[src/rtl/dmem_arb_pkg.sv]
// dmem_arb_pkg: shared FSM state, port indices and ack/err record for dmem_arbiter
package dmem_arb_pkg;
  typedef enum logic [1:0] {IDLE, ACCESS, RESP} state_t;
  localparam int PORT_CPU = 0;
  localparam int PORT_DBG = 1;
  typedef struct packed {
    logic ack;
    logic err;
  } resp_t;
endpackage

[src/rtl/dmem_arbiter_if.sv]
// dmem_arbiter_if: one requester port of the data-memory arbiter
//   req/we/addr/wdata : requester -> arbiter, held stable until ack
//   ack/err           : one-cycle completion pulse, err marks a rejected access
//   rdata             : read result, held until the next ack to this port
interface dmem_arbiter_if;
  logic req;
  logic we;
  logic [31:0] addr;
  logic [31:0] wdata;
  logic ack;
  logic err;
  logic [31:0] rdata;
  modport master (output req, we, addr, wdata, input ack, err, rdata);
  modport slave (input req, we, addr, wdata, output ack, err, rdata);
endinterface

[src/rtl/rr_arb2.sv]
// rr_arb2: combinational 2-way round-robin picker, one-hot grant
//   req[1:0]   : requests, index = port
//   last_grant : port that won most recently (held by the parent)
//   grant[1:0] : one-hot winner, 0 when nobody requests
module rr_arb2
  import dmem_arb_pkg::*;
(
  input  logic [1:0] req,
  input  logic       last_grant,
  output logic [1:0] grant
);
  assign grant[PORT_CPU] = req[PORT_CPU] & (!req[PORT_DBG] | last_grant);
  assign grant[PORT_DBG] = req[PORT_DBG] & (!req[PORT_CPU] | !last_grant);
endmodule

[src/rtl/dmem_arbiter.sv]
// dmem_arbiter: round-robin sharing of the single-port data memory between CPU and debug port
//   clk, rst (sync, active-low)
//   m0 (CPU MEM stage), m1 (debug/loader) : requester ports
//   mem_en/mem_we/mem_addr/mem_wdata       : registered strobe and bus to memory
//   mem_rdata                               : read data, valid MEM_LAT cycles after mem_en
//   busy                                    : high outside IDLE, MEM-stage stall source
module dmem_arbiter
  import dmem_arb_pkg::*;
#(
  parameter int DEPTH = 1024,
  parameter int MEM_LAT = 2,
  localparam int AW = $clog2(DEPTH)
) (
  input  logic                clk,
  input  logic                rst,
  dmem_arbiter_if.slave       m0,
  dmem_arbiter_if.slave       m1,
  output logic                mem_en,
  output logic                mem_we,
  output logic [AW-1:0]       mem_addr,
  output logic [31:0]         mem_wdata,
  input  logic [31:0]         mem_rdata,
  output logic                busy
);
  localparam int CW = $clog2(MEM_LAT + 1);
  state_t state, nxt;
  logic [1:0] grant;
  logic last_grant, win, sel, we_r, we_s, ok;
  logic [31:0] addr_s, wdata_s, rd0, rd1;
  logic [CW-1:0] cnt;
  resp_t r0, r1;
  rr_arb2 u_arb (.req({m1.req, m0.req}), .last_grant(last_grant), .grant(grant));
  assign win = grant[PORT_DBG];
  assign we_s = win ? m1.we : m0.we;
  assign addr_s = win ? m1.addr : m0.addr;
  assign wdata_s = win ? m1.wdata : m0.wdata;
  // word-aligned and inside the memory; rejected accesses never reach mem_en
  assign ok = addr_s[1:0] == 2'b00 && {2'b00, addr_s[31:2]} < 32'(DEPTH);
  assign busy = state != IDLE;
  assign m0.ack = r0.ack;
  assign m0.err = r0.err;
  assign m0.rdata = rd0;
  assign m1.ack = r1.ack;
  assign m1.err = r1.err;
  assign m1.rdata = rd1;
  always_comb begin
    nxt = state;
    if (state == IDLE && |grant) nxt = ok ? ACCESS : RESP;
    else if (state == ACCESS && cnt == '0) nxt = RESP;
    else if (state == RESP) nxt = IDLE;
  end
  always_ff @(posedge clk) begin
    if (!rst) begin
      state <= IDLE;
      last_grant <= 1'b1;
      sel <= 1'b0;
      we_r <= 1'b0;
      cnt <= '0;
      r0 <= '0;
      r1 <= '0;
      rd0 <= '0;
      rd1 <= '0;
      mem_en <= 1'b0;
      mem_we <= 1'b0;
      mem_addr <= '0;
      mem_wdata <= '0;
    end else begin
      state <= nxt;
      mem_en <= 1'b0;
      mem_we <= 1'b0;
      r0 <= '0;
      r1 <= '0;
      if (state == IDLE && |grant) begin
        last_grant <= win;
        sel <= win;
        we_r <= we_s;
        cnt <= CW'(MEM_LAT);
        if (ok) begin
          mem_en <= 1'b1;
          mem_we <= we_s;
          mem_addr <= addr_s[AW+1:2];
          mem_wdata <= wdata_s;
        end else begin
          if (win) r1 <= 2'b11;
          else r0 <= 2'b11;
          if (!we_s && win) rd1 <= '0;
          if (!we_s && !win) rd0 <= '0;
        end
      end
      if (state == ACCESS && cnt != '0) cnt <= cnt - CW'(1);
      // counter at zero marks the cycle in which mem_rdata is valid
      if (state == ACCESS && cnt == '0) begin
        if (sel) r1.ack <= 1'b1;
        else r0.ack <= 1'b1;
        if (!we_r && sel) rd1 <= mem_rdata;
        if (!we_r && !sel) rd0 <= mem_rdata;
      end
    end
  end
endmodule

[src/flat_wrapper.sv]
// flat-port wrapper written by rule: the top's interface ports become plain ports
module dmem_arbiter_flat import dmem_arb_pkg::*;
#(
  parameter int DEPTH = 1024,
  parameter int MEM_LAT = 2,
  localparam int AW = $clog2(DEPTH)
)
  (clk, rst, mem_en, mem_we, mem_addr, mem_wdata, mem_rdata, busy, m0_req, m0_we, m0_addr, m0_wdata, m0_ack, m0_err, m0_rdata, m1_req, m1_we, m1_addr, m1_wdata, m1_ack, m1_err, m1_rdata);
  dmem_arbiter_if m0_i ();
  dmem_arbiter_if m1_i ();
  input  logic clk;
  input  logic rst;
  output logic mem_en;
  output logic mem_we;
  output logic [AW-1:0] mem_addr;
  output logic [31:0] mem_wdata;
  input  logic [31:0] mem_rdata;
  output logic busy;
  input wire logic [$bits(m0_i.req)-1:0] m0_req;
  input wire logic [$bits(m0_i.we)-1:0] m0_we;
  input wire logic [$bits(m0_i.addr)-1:0] m0_addr;
  input wire logic [$bits(m0_i.wdata)-1:0] m0_wdata;
  output wire logic [$bits(m0_i.ack)-1:0] m0_ack;
  output wire logic [$bits(m0_i.err)-1:0] m0_err;
  output wire logic [$bits(m0_i.rdata)-1:0] m0_rdata;
  input wire logic [$bits(m1_i.req)-1:0] m1_req;
  input wire logic [$bits(m1_i.we)-1:0] m1_we;
  input wire logic [$bits(m1_i.addr)-1:0] m1_addr;
  input wire logic [$bits(m1_i.wdata)-1:0] m1_wdata;
  output wire logic [$bits(m1_i.ack)-1:0] m1_ack;
  output wire logic [$bits(m1_i.err)-1:0] m1_err;
  output wire logic [$bits(m1_i.rdata)-1:0] m1_rdata;
  assign m0_i.req = m0_req;
  assign m0_i.we = m0_we;
  assign m0_i.addr = m0_addr;
  assign m0_i.wdata = m0_wdata;
  assign m0_ack = m0_i.ack;
  assign m0_err = m0_i.err;
  assign m0_rdata = m0_i.rdata;
  assign m1_i.req = m1_req;
  assign m1_i.we = m1_we;
  assign m1_i.addr = m1_addr;
  assign m1_i.wdata = m1_wdata;
  assign m1_ack = m1_i.ack;
  assign m1_err = m1_i.err;
  assign m1_rdata = m1_i.rdata;
  dmem_arbiter #(.DEPTH(DEPTH), .MEM_LAT(MEM_LAT)) u_core (.clk(clk), .rst(rst), .m0(m0_i), .m1(m1_i), .mem_en(mem_en), .mem_we(mem_we), .mem_addr(mem_addr), .mem_wdata(mem_wdata), .mem_rdata(mem_rdata), .busy(busy));
endmodule
[config.mk]
export PLATFORM = sky130hd
export DESIGN_NAME = dmem_arbiter_flat
export DESIGN_NICKNAME = d
export VERILOG_FILES = /design/src/rtl/dmem_arb_pkg.sv /design/src/rtl/dmem_arbiter_if.sv /design/src/rtl/rr_arb2.sv /design/src/rtl/dmem_arbiter.sv /design/src/flat_wrapper.sv
export SDC_FILE = /design/constraint.sdc
export NUM_CORES = 1
export LEC_CHECK = 0
export ABC_AREA = 1
export ABC_CLOCK_PERIOD_IN_PS = 2000
export CAP_MARGIN = 20
export CELL_PAD_IN_SITES_DETAIL_PLACEMENT = 0
export CELL_PAD_IN_SITES_GLOBAL_PLACEMENT = 1
export CORE_MARGIN = 2
export CORE_UTILIZATION = 26
export DETAILED_ROUTE_END_ITERATION = 16
export PLACE_DENSITY_LB_ADDON = 0.1
export SLEW_MARGIN = 0
export SYNTH_ARGS = -nofsm -noshare
export SYNTH_HDL_FRONTEND = slang
export SYNTH_SLANG_ARGS = --single-unit
[constraint.sdc]
create_clock -name clk -period 2 [get_ports clk]
set_input_delay 0.4 -clock clk [delete_from_list [all_inputs] [get_ports clk]]
set_output_delay 0.4 -clock clk [all_outputs]
set_load 0.01 [all_outputs]
==> impl_metrics.toml <==
[run_status]
status = "complete, no violations"

[yosys]
synth.most_common_cell = "nand2_1"
yosys-top-cells-count = "nand2_1 (258), dfxtp_1 (119), a21oi_1 (102), o21ai_0 (70), nor2_1 (37)"
synth_area_per_cell_um2 = 7.24
yosysTopAreaCellShare = 0.459
synth_edf_count = 0
synthTopCellsByArea = "dfxtp_1 (46%), nand2_1 (19%), a21oi_1 (9.8%)"
synth-seq-cells = 119
ys_seq_area_frac = 0.459
syn-instance-count = 717
ys_types = 24
synth_warnings = 0
synth_top_flop_cell = "dfxtp_1"
synthArstFlopShare = 0
synth_area_leader_cell = "dfxtp_1"
synth_area_um2 = 5190
synth_nets = 884

[sta]
clock_skew_ps = 10.4
grt_setup_unrepaired = "no"
finalSetupViolCount = 0
fin_ws_ps = 155
final_hold_viol_count = 0
fin_crit_sh = 0.922
slew_viol_final = 0
tightestPinTransition_ps = 373
slew_headroom = 0.751
post-route-min-period_ps = 1840
max_freq_mhz = 542

[clock_tree]
clockBufferDepth = 2
clock_sinks = 119
cts_tree = "done"
root_buffer = "clkbuf_16"
path_clk_slew_ps = 50
cts_made_buffers = 17
h-tree-depth = 4
clk_latency_ps = 420

[global_route]
gr-total-overflow = 0
grt_usage = 0.171
grt_pass1_wl_mm = 28.8
grt_pass1_vias = 5448
grt_antenna_before_repair = 0
grt_start_max_net_pins = 65

[floorplan]
row_count = 51
core_area_um2 = 19500
fp.dieW_um = 145
die_y_um = 145
ios = 279
initial_core_util = 0.266
die-area_um2 = 21100

[critical_path]
crit_type = "flip-flop to output port"
worstPathRequired_ps = 1600
endpoint_kind = "output port"
r2r_cells = 10
startpoint_type = "flip-flop"
cp.arrival_ps = 1440
cp_max_fo = 4

[drt]
drc = 0
avgRoutedWirePerCell_um = 14.1
drt_iter0_drc = 181
num_vias = 5581
postRouteAntennaNets = 0
vias_per_cell = 4.41
first_pass_iters = 4
drt-total-wl_mm = 17.9

[placed_design]
place_ws_ps = -131
dp_cells = 1235
place_congestion = 0.725
portBuffers = 278
hpwl_mm = 12.9

[power_and_ir_drop]
peakVddDrop_v = 0.000553
p_per_area_nw_per_um2 = 686
power.leakage_uw = 0.00334

[flow_run]
maxCapViolations = 0

[worst_hold_path]
min-delay-path-class = "input port to flip-flop"
min_path_cells = 3

[final_layout]
insertedDiodeCount = 0
layout.nets = 1156
syn2layout_area_growth_pct = 71.6
finalNonFillerCells = 1266
drive_above_1_share = 0.0949
## logic make-up after synthesis
| family | Yosys count | share of synthesized area |
|---|---|---|
| AOI/OAI and AO/OA | 182 | 0.183 |
| adders and majority gates | 1 | 0.00241 |
| buffers and inverters | 65 | 0.0670 |
| DFF | 119 | 0.459 |
| and+or+nand+nor | 350 | 0.289 |
## critical path, cell delays in order (launching register included)
cell	delay, ps
dfxtp_1	380
nor2_2	80
inv_1	50
clkdlybuf4s50_1	530
## layout make-up
class | instances | area, µm²
clock inverter | 14 | 151
timing repair buffer | 307 | 3110
fill | 1979 | 10600
tap | 265 | 332
multi-input combinational | 533 | 2470
sequential | 119 | 2380
inverter | 11 | 41.3
clock buffer | 17 | 425
## stage by stage
stage	instance area (µm²)	utilization	setup TNS, ps	hold WS, ps	power, µW
floorplan	5190	-	0	423	2720
CTS	8910	0.456	0	318	6200
finish	8910	0.456	0	324	6110
global placement	8330	0.427	-7150	442	3180
global route	8910	0.456	0	339	6370
detailed placement	8330	0.427	-10490	443	3170
## power by group
part,switching (µW),internal [µW],total [µW]
clock network,1160,1840,3000
logic,313,408,721
registers,6.73,2380,2390
total,1480,4630,6110
## metal layers
layer	GRT usage	part of all wire	vias to the layer above
met5	0	0	-
met4	0.0485	0.010	0
met3	0.0699	0.082	15
met2	0.286	0.47	187
met1	0.202	0.43	2476
li1	-	-	2903
## what timing repair did
item,4_1_cts,5_1_grt
resized for setup,0,1
setup endpoints to repair,0,1
buffers inserted,0,0
hold buffers,0,0
## flip-flops by register name, summed over array words and instances, names as in the netlist, 2 cells and up
name / cells
u_core.cnt: 2
u_core.m1.rdata: 32
u_core.mem_addr: 10
u_core.state: 2
u_core.m0.rdata: 32
u_core.mem_wdata: 32
## cell usage in the layout (no fill, tap or decap), drive strengths merged
cell type and count:
nor3 2, nand2 261, and2 2, o21ai 71, nor2 37, clkbuf 17
a21oi 110, dfxtp 119, clkdlybuf4s50 277, nand4 2, clkinv 8, nand3 46
buf 30, inv 13, ha 1, o22ai 1, clkinvlp 2, bufinv 2
## worst paths after layout
kind / endpoint / from / slack [ps]
worst max register to register: u_core.m0.rdata[28] / u_core.cnt[0] / 310
worst min-delay path: u_core.m0.err / rst / 320
worst max-delay path: busy / u_core.state[0] / 160
worst min register to register: u_core.cnt[0] / u_core.cnt[0] / 460
(Power assumes the default switching activity.)
